===== src/rtl/mac_vert_column_sequencer_pkg.sv =====
// Shared types and widths for the MAC vertical column sequencer.
package mac_vert_column_sequencer_pkg;

  localparam int unsigned COL_IDX_WIDTH  = 3;
  localparam int unsigned TILE_CNT_WIDTH = 8;

  typedef enum logic [1:0] {
    ST_IDLE   = 2'd0,
    ST_RUN    = 2'd1,
    ST_DRAIN  = 2'd2,
    ST_RESULT = 2'd3
  } seq_state_e;

  // Job configuration captured when a start is accepted
  typedef struct packed {
    logic [COL_IDX_WIDTH-1:0]  num_cols;
    logic [TILE_CNT_WIDTH-1:0] num_tiles;
  } seq_cfg_t;

endpackage


===== src/rtl/mac_seq_counter.sv =====
// Up-counter with synchronous clear, count enable and terminal-count compare.
module mac_seq_counter #(
  parameter int unsigned WIDTH = 8
) (
  input  logic             clk,
  input  logic             reset,
  input  logic             en,
  input  logic             clr,
  input  logic [WIDTH-1:0] term,
  output logic [WIDTH-1:0] count,
  output logic             at_term_c
);

  always_ff @(posedge clk or negedge reset) begin
    if (!reset)    count <= '0;
    else if (clr)  count <= '0;
    else if (en)   count <= count + WIDTH'(1);
  end

  assign at_term_c = (count == term);

endmodule


===== src/rtl/mac_vert_column_sequencer.sv =====
// Sequences weight bit-columns (LSB first) into the MAC, one tile at a time.
// Optional pooling flag latch enabled by defining MAC_SEQ_POOL_EN.
module mac_vert_column_sequencer
  import mac_vert_column_sequencer_pkg::*;
(
  input  logic                      clk,
  input  logic                      reset,
  input  logic                      start,
  input  logic [COL_IDX_WIDTH-1:0]  cfg_num_cols,
  input  logic [TILE_CNT_WIDTH-1:0] cfg_num_tiles,
  input  logic                      cfg_pool,
  input  logic                      op_valid,
  output logic                      op_ready,
  output logic                      mac_en,
  output logic                      mac_load_accum,
  output logic                      mac_is_msb,
  output logic                      mac_is_pooling,
  output logic                      col_valid,
  output logic [COL_IDX_WIDTH-1:0]  mac_column_idx,
  output logic                      res_valid,
  input  logic                      res_ready,
  output logic [TILE_CNT_WIDTH-1:0] res_tile_idx,
  output logic                      busy,
  output logic                      done
);

  seq_state_e                state_q, state_d;
  seq_cfg_t                  cfg_q;
  logic [COL_IDX_WIDTH-1:0]  col;
  logic [TILE_CNT_WIDTH-1:0] tile;
  logic                      col_last_c, tile_last_c;
  logic                      accept_c, in_run_c, in_result_c;
  logic                      load_pend_q;

  assign accept_c    = (state_q == ST_IDLE) & start;
  assign in_run_c    = (state_q == ST_RUN);
  assign in_result_c = (state_q == ST_RESULT);

  always_ff @(posedge clk or negedge reset) begin
    if (!reset) state_q <= ST_IDLE;
    else        state_q <= state_d;
  end

  always_ff @(posedge clk or negedge reset) begin
    if (!reset)        cfg_q <= '0;
    else if (accept_c) cfg_q <= '{num_cols: cfg_num_cols, num_tiles: cfg_num_tiles};
  end

  // Column counter is held at 0 outside RUN so every tile restarts at the LSB
  mac_seq_counter #(.WIDTH(COL_IDX_WIDTH)) u_col_cnt (
    .clk       (clk),
    .reset     (reset),
    .en        (in_run_c & op_valid & ~col_last_c),
    .clr       (~in_run_c),
    .term      (cfg_q.num_cols),
    .count     (col),
    .at_term_c (col_last_c)
  );

  mac_seq_counter #(.WIDTH(TILE_CNT_WIDTH)) u_tile_cnt (
    .clk       (clk),
    .reset     (reset),
    .en        (in_result_c & res_ready & ~tile_last_c),
    .clr       (state_q == ST_IDLE),
    .term      (cfg_q.num_tiles),
    .count     (tile),
    .at_term_c (tile_last_c)
  );

  // Marks column 0 entering the MAC; the next enabled cycle loads the accumulator
  always_ff @(posedge clk or negedge reset) begin
    if (!reset)                                 load_pend_q <= 1'b0;
    else if (in_run_c & op_valid & (col == '0)) load_pend_q <= 1'b1;
    else if (mac_en)                            load_pend_q <= 1'b0;
  end

  always_comb begin
    state_d = state_q;
    unique case (state_q)
      ST_IDLE:   if (start) state_d = ST_RUN;
      ST_RUN:    if (op_valid && col_last_c) state_d = ST_DRAIN;
      ST_DRAIN:  state_d = ST_RESULT;
      ST_RESULT: if (res_ready) state_d = tile_last_c ? ST_IDLE : ST_RUN;
      default:   state_d = ST_IDLE;
    endcase
  end

  always_comb begin
    op_ready       = 1'b0;
    col_valid      = 1'b0;
    mac_en         = 1'b0;
    mac_is_msb     = 1'b0;
    mac_column_idx = '0;
    res_valid      = 1'b0;
    res_tile_idx   = '0;
    busy           = 1'b0;
    done           = 1'b0;
    unique case (state_q)
      ST_RUN: begin
        op_ready       = op_valid;
        col_valid      = op_valid;
        mac_en         = op_valid;
        mac_column_idx = col;
        mac_is_msb     = col_last_c;
        busy           = 1'b1;
      end
      ST_DRAIN: begin
        mac_en = 1'b1;
        busy   = 1'b1;
      end
      ST_RESULT: begin
        res_valid    = 1'b1;
        res_tile_idx = tile;
        busy         = 1'b1;
        done         = res_ready & tile_last_c;
      end
      default: ;
    endcase
    mac_load_accum = mac_en & load_pend_q;
  end

`ifdef MAC_SEQ_POOL_EN
  logic pool_q;

  always_ff @(posedge clk or negedge reset) begin
    if (!reset)        pool_q <= 1'b0;
    else if (accept_c) pool_q <= cfg_pool;
  end

  assign mac_is_pooling = (state_q != ST_IDLE) & pool_q;
`else
  logic unused_cfg_pool;
  assign unused_cfg_pool = cfg_pool;
  assign mac_is_pooling  = 1'b0;
`endif

endmodule


===== config.mk =====
export PLATFORM = sky130hd
export DESIGN_NAME = mac_vert_column_sequencer
export DESIGN_NICKNAME = d
export VERILOG_FILES = /design/src/rtl/mac_vert_column_sequencer_pkg.sv /design/src/rtl/mac_seq_counter.sv /design/src/rtl/mac_vert_column_sequencer.sv
export SDC_FILE = /design/constraint.sdc
export NUM_CORES = 1
export LEC_CHECK = 0
export BUFFER_PORTS_ARGS = -buffer_cell sky130_fd_sc_hd__buf_2
export CAP_MARGIN = 30
export CORE_UTILIZATION = 34
export DETAILED_ROUTE_END_ITERATION = 10
export HOLD_SLACK_MARGIN = 0.02
export PLACE_DENSITY_LB_ADDON = 0.12
export SLEW_MARGIN = 20
export SYNTH_ARGS = -nofsm -noshare
export SYNTH_HDL_FRONTEND = slang
export SYNTH_HIERARCHICAL = 1
export SYNTH_SLANG_ARGS = --single-unit

===== constraint.sdc =====
create_clock -name clk -period 4.05 [get_ports clk]
set_input_delay 0 -clock clk [delete_from_list [all_inputs] [get_ports clk]]
set_output_delay 0 -clock clk [all_outputs]
set_load 0.05 [all_outputs]

Word-level counts from Yosys, hierarchy flattened
Cells that the tools add are included.
W data, S select, Z words.
{"block": "word_totals", "output_inout_bits": 20, "rom_bits": 0, "ramBits": 0, "memories": 0, "inputBits": 17, "regBits": 25, "latchBits": 0}
{"block": "classes", "order_cmp": 0, "mux": 19, "div_mod_pow": 0, "mul": 0, "bitwise": 10, "eq_ne": 9, "reduce_logical": 7, "n_addsub": 2, "n_shift": 0}
{"cell": "$mux W8", "count": 3}
{"cell": "$mux W3", "count": 3}
{"cell": "$add A8 B1 Y8 const B", "count": 1}
{"cell": "$and A1 B1 Y1", "count": 8}
{"cell": "$eq A8 B8 Y1", "count": 1}
{"cell": "$mux W1", "count": 8}
{"cell": "$pmux W2 S4", "count": 1}
{"cell": "$mux W2", "count": 3}
{"cell": "$eq A2 B2 Y1 const B", "count": 2}
{"cell": "$ne A2 B1 Y1 const B", "count": 2}
{"cell": "$ne A2 B2 Y1 const B", "count": 2}
{"cell": "$reduce_bool A2 Y1", "count": 2}
{"cell": "$add A3 B1 Y3 const B", "count": 1}
{"cell": "$eq A3 B3 Y1", "count": 1}
{"cell": "$logic_not A3 Y1", "count": 1}
{"cell": "$reduce_and A3 Y1", "count": 1}
{"cell": "$reduce_or A3 Y1", "count": 1}
{"cell": "$eq A2 B1 Y1 const B", "count": 1}
{"cell": "$logic_not A2 Y1", "count": 1}
{"cell": "$not A1 Y1", "count": 2}
{"cell": "$pmux W1 S2", "count": 1}
{"cell": "$logic_and A1 B1 Y1", "count": 1}

Depth between registers and ports, before layout
Gate-level depths: netlist of run 1.
{"block": "depth", "word_depth": 5, "ltp_mapped": 9, "depth_no_buf": 7}

Cells and area by module
Netlist of run 1, hierarchy kept.
{"module": "mac_vert_column_sequencer", "cells_each": 71, "seq_area_each_um2": 350.3, "n_inst": 1, "area_each_um2": 770.7}
{"module": "mac_seq_counter at u_tile_cnt", "cells_each": 49, "seq_area_each_um2": 200.2, "n_inst": 1, "area_each_um2": 476.7}
{"module": "mac_seq_counter at u_col_cnt", "cells_each": 15, "seq_area_each_um2": 75.1, "n_inst": 1, "area_each_um2": 176.4}

Worst setup path after synthesis of run 1
OpenSTA, ideal clock, no wires.
{"block": "synth_timing", "kind": "register -> output", "startpoint": "register state_q[1]", "endpoint": "output port mac_load_accum", "path_stages_with_launch": 7, "slack_ps": 1910, "t_arrival_ps": 2140, "path_cell_list": "dfrtp_1 inv_1 ha_1 nand2_1 inv_1 o21a_1 and2_1"}
{"block": "synth_via", "elab_chain_len": 3}
{"item": "start, declared", "line": "mac_vert_column_sequencer.sv:27", "source": "seq_state_e state_q, state_d;"}
{"item": "start signal, assigned", "line": "mac_vert_column_sequencer.sv:41", "source": "else state_q <= state_d;"}
{"item": "$eq A2 B2 Y1 or $eq A2 B1 Y1 (tied branches)", "line": "mac_vert_column_sequencer.sv:98", "source": "unique case (state_q)"}
{"item": "$pmux W1 S2 (*)", "line": "mac_vert_column_sequencer.sv:98"}
{"item": "named net mac_en", "line": "mac_vert_column_sequencer.sv:14", "source": "output logic mac_en,"}
{"item": "$and A1 B1 Y1 (*)", "line": "mac_vert_column_sequencer.sv:119", "source": "mac_load_accum = mac_en & load_pend_q;"}
{"item": "end, declared", "line": "mac_vert_column_sequencer.sv:15", "source": "output logic mac_load_accum,"}
The timed path passes the listed nets; every way through them passes the cells marked *.

Worst setup path after layout of run 1
{"block": "layout_timing", "startpoint": "register state_q[1]", "endpoint": "register u_tile_cnt.count[5]"}
{"block": "layout_via", "elab_chain_len": 4}
{"item": "$eq A2 B2 Y1", "line": "mac_vert_column_sequencer.sv:37", "source": "assign in_result_c = (state_q == ST_RESULT);"}
{"item": "$and A1 B1 Y1 (2 in series)", "line": "mac_vert_column_sequencer.sv:63", "source": ".en (in_result_c & res_ready & ~tile_last_c),"}
{"item": "$reduce_bool A2 Y1 (no line)"}
{"item": "end signal, assigned", "line": "mac_seq_counter.sv:17", "source": "else if (en) count <= count + WIDTH'(1);"}
{"item": "end, declared", "line": "mac_seq_counter.sv:10", "source": "output logic [WIDTH-1:0] count,"}
Parallel ways exist; a longest one is shown, timed or not.
A chain may end at the register's enable or synchronous reset.

==> impl_metrics.ini, run 1 <==
[cells_and_area]
diodes = 0
nets = 203
seq_area_um2 = 626
multi_input_area_um2 = 724
drive_gt1_share_pct = 28.7
area_growth_pct = 24.9
nFillCells = 418
instances_no_fill = 228

[yosys]
ys_seq_elements = 25
synthFlopType = dfrtp_1
synth_top_area_share_pct = 43.9
synthTopCellsByCount = dfrtp_1 (25), and2_1 (13), mux2_2 (11), nor2_1 (10), xnor2_1 (10)
yosys.area.top_type = dfrtp_1
syn_nets = 159
syn_area_per_cell_um2 = 10.5
syn_inst = 135
async_flop_share_pct = 100
yosysUniqueCellTypes = 31
syn_area_um2 = 1420
yosys_warnings = 6
synth_edf_count = 0
yosysSeqAreaShare_pct = 43.9
synth_most_common_cell = dfrtp_1
synth_area_leaders = dfrtp_1 (44%), mux2_2 (8.7%), ha_1 (6.2%)

[floorplan]
ioPinCount = 37
dieHeight_um = 66.7
initial_utilization_pct = 35.6
dieArea_um2 = 4450
rows = 23
core-area_um2 = 4000
die_x_um = 66.7

[critical_path]
cp_num_buf_inv = 0
critPathKind = reg2reg
crit_chain = ha_1, nand2_1, nor2_1, nand4_1, or3_1, a21oi_1
end_kind = register
max_stage_delay_ns = 0.43
required_ns = 4.24
startpoint_type = register
slowest_stage = nor2_1
critical_path_arrival_ns = 2.38
cp_top_family = simple AND/OR/NAND/NOR gates
cp_max_fo = 13

[drt]
wl_met2_mm = 1.36
ant_nets = 0
routedWlPerCell_um = 12.4
wirelength_met1_mm = 1.29
drt_first_iter_violations = 43
vias = 1064
highest_layer = met4
via_per_inst = 4.67
wl_mm = 2.82
drc = 0
routed-wl-met3_um = 150
drt_first_pass_iters = 4

[timing]
setup_tns_ns = 0
setup_viol = 0
finalCriticalPeriod_ns = 2.19
max-slew-margin-rel_pct = 62.1
worst_pin_slew_ns = 0.568
drv_slew = 0
fmax_ghz = 0.456
hold_viol = 0
rsz0062_at_grt = no
period_share_pct = 54.2
hold_ws_ns = 0.144
clock-skew-final_ns = 0.00351

[cts]
cts_max_level = 1
cts_max_path_buffers = 2
cts_sinks = 25
clk_latency_ns = 0.26
cts_buffers = 3
path_clk_slew_ns = 0.09
root_buffer = clkbuf_8
postCtsSetupRepairBufs = 0
cts_tree = built

[placed_design]
gp_congestion = 0.772
hpwl_mm = 2.11
dp.cells = 212
port_buffers = 34

[grt]
grt_use_total_pct = 14.3
grt_pass1_wl_mm = 4.77
grt_max_degree = 26
grt_antenna_before_repair = 0
grt_pass1_vias = 1079
grt-ovfl-total = 0

[power_and_ir_drop]
powerDensity_nw_per_um2 = 605
finalPower_w = 0.00108
peakVddDrop_mv = 0.240
power.leakage_nw = 0.863

[run_status]
status = complete, no violations

[flow_run]
maxCapViolCount = 0

[worst_hold_path]
min_path_type = in2reg
==> flip-flops by register name, summed over array words and instances, names as in the netlist <==
| signal | flops |
|---|---|
| cfg_q | 11 |
| u_tile_cnt/count | 8 |
| u_col_cnt/count | 3 |
| state_q | 2 |
| load_pend_q | 1 |
==> final timing paths <==
| check | cells past startpoint | from | endpoint | slack (ns) |
|---|---|---|---|---|
| setup / recovery | 6 | state_q[1] | u_tile_cnt/count[5] | 1.86 |
| hold / removal | 4 | op_valid | load_pend_q | 0.14 |
| setup reg to reg | 6 | state_q[1] | u_tile_cnt/count[5] | 1.86 |
| hold reg to reg | 1 | cfg_q[0] | cfg_q[0] | 0.53 |
| max in group asynchronous | 2 | reset | u_col_cnt/count[1] | 3.41 |
| min in group asynchronous | 2 | reset | u_tile_cnt/count[6] | 0.26 |
==> final cells by class <==
cell class | instances | share of cell area (%)
clock buffer | 4 | 2.53
inverter | 8 | 1.69
multi-input combinational | 95 | 40.7
sequential | 25 | 35.2
tap | 50 | 3.52
timing repair buffer | 46 | 16.3
==> layer usage <==
| metal | track usage [%] | vias to the layer above |
|---|---|---|
| met3 | 2.05 | 2 |
| li1 | - | 537 |
| met1 | 18.6 | 496 |
| met4 | 3.99 | 0 |
| met2 | 24.2 | 29 |
| met5 | 0 | - |
==> layout by cell type (no fill, tap or decap), types with 4 or more instances in the layout <==
cell | synthesis | routed
xor2_1 | 6 | 6
and2_1 | 13 | 13
buf_2 | 1 | 34
dlygate4sd3_1 | 0 | 12
inv_1 | 8 | 8
nor2_1 | 10 | 10
xnor2_1 | 10 | 10
o21ai_0 | 4 | 4
nand4_1 | 5 | 5
dfrtp_1 | 25 | 25
nand2_1 | 7 | 7
mux2_2 | 11 | 11
ha_1 | 7 | 7
==> worst reg2reg max path, stage by stage, from the launching register on <==
cell and delay, ns:
dfrtp_1 0.42, ha_1 0.42, nand2_1 0.10, nor2_1 0.43, nand4_1 0.22, or3_1 0.38, a21oi_1 0.16
==> kinds of logic after synthesis <==
family	share of synthesized area (%)
AO/OA/AOI/OAI	6.68
XOR/XNOR	9.84
adder cells (fa/ha/maj)	6.15
buffers and inverters	5.18
flip-flops	43.9
multiplexers	11.6
other	0.263
AND/OR/NAND/NOR	16.3
==> where the power goes <==
group | internal (W) | switching (W)
registers | 0.000334 | 0.0000715
clock network | 0.0000702 | 0.0000757
logic | 0.000213 | 0.000312
total | 0.000617 | 0.000459
==> through the flow <==
step | utilization, % | cell area (µm²) | setup slack (ns)
4_1_cts | 44.4 | 1780 | 1.83
6_report | 44.4 | 1780 | 1.86
3_3_place_gp | 40.3 | 1610 | 1.93
2_1_floorplan | - | 1420 | 1.91
3_5_place_dp | 40.3 | 1610 | 1.85
5_1_grt | 44.4 | 1780 | 1.63
==> repair_timing <==
action / in CTS / in global routing
hold buffers: 12 / 0
hold endpoints to repair: 36 / 0
gates resized for setup: 0 / 0
(Power assumes the default switching activity.)
==> run 2: changes to the inputs <==
==> constraint.sdc (replaced) <==
create_clock -name clk -period 1.79 [get_ports clk]
set_input_delay 0 -clock clk [delete_from_list [all_inputs] [get_ports clk]]
set_output_delay 0 -clock clk [all_outputs]
set_load 0.05 [all_outputs]
==> run 2 against run 1 <==
  * Combinational power rose to 2.8 times the previous value
  * Sequential cell count unchanged
  * Sequential share of layout area fell by 3.0 points
  * Critical path depth decreased by 1
  * First-iteration DRC count fell by 26%
  * Hold slack better by 0.020 ns
  * Global-route usage decreased by 0.25 points
  * Count of clock-buffer cells in the layout did not move
  * Maximum frequency increased by 26%
  * Power grew 150%
  * Wire length grew 0.32%
  * Clock skew fell by 0.0024 ns
==> impl_metrics.ini, run 2 (synthesis gave the netlist of run 1 again) <==
[run_status]
status = complete, no violations

[cells_and_area]
instances_no_fill = 244
fin_util_pct = 48.7
area_growth_pct = 36.7
nets = 219
final_cell_mix = buf_2 (33), dfrtp_1 (24), buf_4 (17)
max_flop_register = cfg_q
drive_gt1_share_pct = 39.7
largest_register_ffs = 11
largest_registers = cfg_q (11), u_tile_cnt/count (8), u_col_cnt/count (3)
layout_commonest_cell = buf_2
diodes = 0

[drt]
wl_mm = 2.83
ant_nets = 0
routedWlPerCell_um = 11.6
drt_first_iter_violations = 32
drt_first_pass_iters = 4
vias = 1109
via_per_inst = 4.55
drc = 0

[floorplan]
core-area_um2 = 4000
initial_utilization_pct = 35.6
rows = 23
dieHeight_um = 66.7
ioPinCount = 37
die_x_um = 66.7
dieArea_um2 = 4450

[timing]
max-slew-margin-rel_pct = 63.2
rsz0062_at_grt = yes
setup_viol = 0
hold_viol = 0
clock-skew-final_ns = 0.00106
finalCriticalPeriod_ns = 1.75
setup_tns_ns = 0
worst_pin_slew_ns = 0.552
hold_ws_ns = 0.163
period_share_pct = 97.6
fmax_ghz = 0.572
drv_slew = 0

[cts]
path_clk_slew_ns = 0.08
clk_latency_ns = 0.26
cts_max_path_buffers = 2
cts_buffers = 3
cts_sinks = 25
cts_tree = built
cts_max_level = 1
root_buffer = clkbuf_8

[power_and_ir_drop]
finalPower_w = 0.00268
peakVddDrop_mv = 0.608
powerDensity_nw_per_um2 = 1380
power.leakage_nw = 0.935

[critical_path]
r2r_slack_ns = 0.04
crit_chain = xor2_1, nor3_2, nand2_1, a222oi_1, mux2_1
cp_max_fo = 4
worstSetupPathDepth = 5
reg2reg_depth = 5
critical_path_arrival_ns = 1.89
max_stage_delay_ns = 0.43
critPathKind = reg2reg
end_kind = register
r2r_start = u_col_cnt/count[1]
cp_num_buf_inv = 0
cp_top_family = flip-flops
slowest_stage = dfrtp_1
rr_endpoint = state_q[1]
cp-startpoint = u_col_cnt/count[1]
required_ns = 1.94
crit_end = state_q[1]
startpoint_type = register

[grt]
grt_pass1_vias = 1111
grt-ovfl-total = 0
grt_pass1_wl_mm = 4.77
grt_max_degree = 26
grt_antenna_before_repair = 0
grt_use_total_pct = 14.0

[worst_hold_path]
min_path_type = in2reg

[placed_design]
dp.cells = 224
port_buffers = 34
hpwl_mm = 2.18
gp_congestion = 0.721

[flow_run]
maxCapViolCount = 0
==> run 2: cell count changes in the layout (fill, tap and decap cells not counted), sizes merged <==
| cell | previous run | this run |
|---|---|---|
| clkinvlp | 0 | 1 |
| buf | 34 | 50 |
| inv | 8 | 7 |
==> run 2: cell type report <==
cell class	count	area, µm²
clock buffer	4	45.0
inverter	8	33.8
fill	376	2050
tap	50	62.6
multi-input combinational	95	766
sequential	25	627
timing repair buffer	62	413
==> run 2: what timing repair did <==
action,CTS,global route
setup endpoints to repair,2,8
pin swaps,0,5
hold buffers,12,0
endpoints found under the hold margin,36,0
resized for setup,3,6
setup buffers,2,2
==> run 2: how the worst min path moves through the flow <==
stage	depth (start not counted)	start	end
floorplan	0	reset	cfg_q[0]
global placement	1	reset	u_tile_cnt/count[1]
detailed placement	1	reset	u_tile_cnt/count[1]
CTS	4	op_valid	load_pend_q
global route	4	op_valid	load_pend_q
finish	4	op_valid	load_pend_q
==> run 2: worst reg2reg max path, stage by stage, from the launching register on <==
cell	delay (ns)
dfrtp_1	0.43
xor2_1	0.17
nor3_2	0.23
nand2_1	0.10
a222oi_1	0.36
mux2_1	0.36
==> run 2: power breakdown <==
group	internal (W)	switching [W]	total, W
combinational	0.000670	0.000786	0.00146
sequential	0.000759	0.000141	0.000901
clock	0.000159	0.000165	0.000324
==> run 2: metal layers <==
| layer | routed length (µm) | track usage [%] | share of wire, % |
|---|---|---|---|
| met3 | 99 | 2.23 | 3.5 |
| met1 | 1310 | 18.0 | 46 |
| met2 | 1420 | 24.2 | 50 |
| met4 | 0 | 3.46 | 0 |
| met5 | 0 | 0 | 0 |
==> run 2: per-stage QoR <==
stage	setup WS (ns)	instance area [µm²]
2_1_floorplan	0.0149	1460
3_3_place_gp	0.0855	1730
3_5_place_dp	0.0623	1730
4_1_cts	0.0288	1920
5_1_grt	-0.119	1950
6_report	0.0427	1950
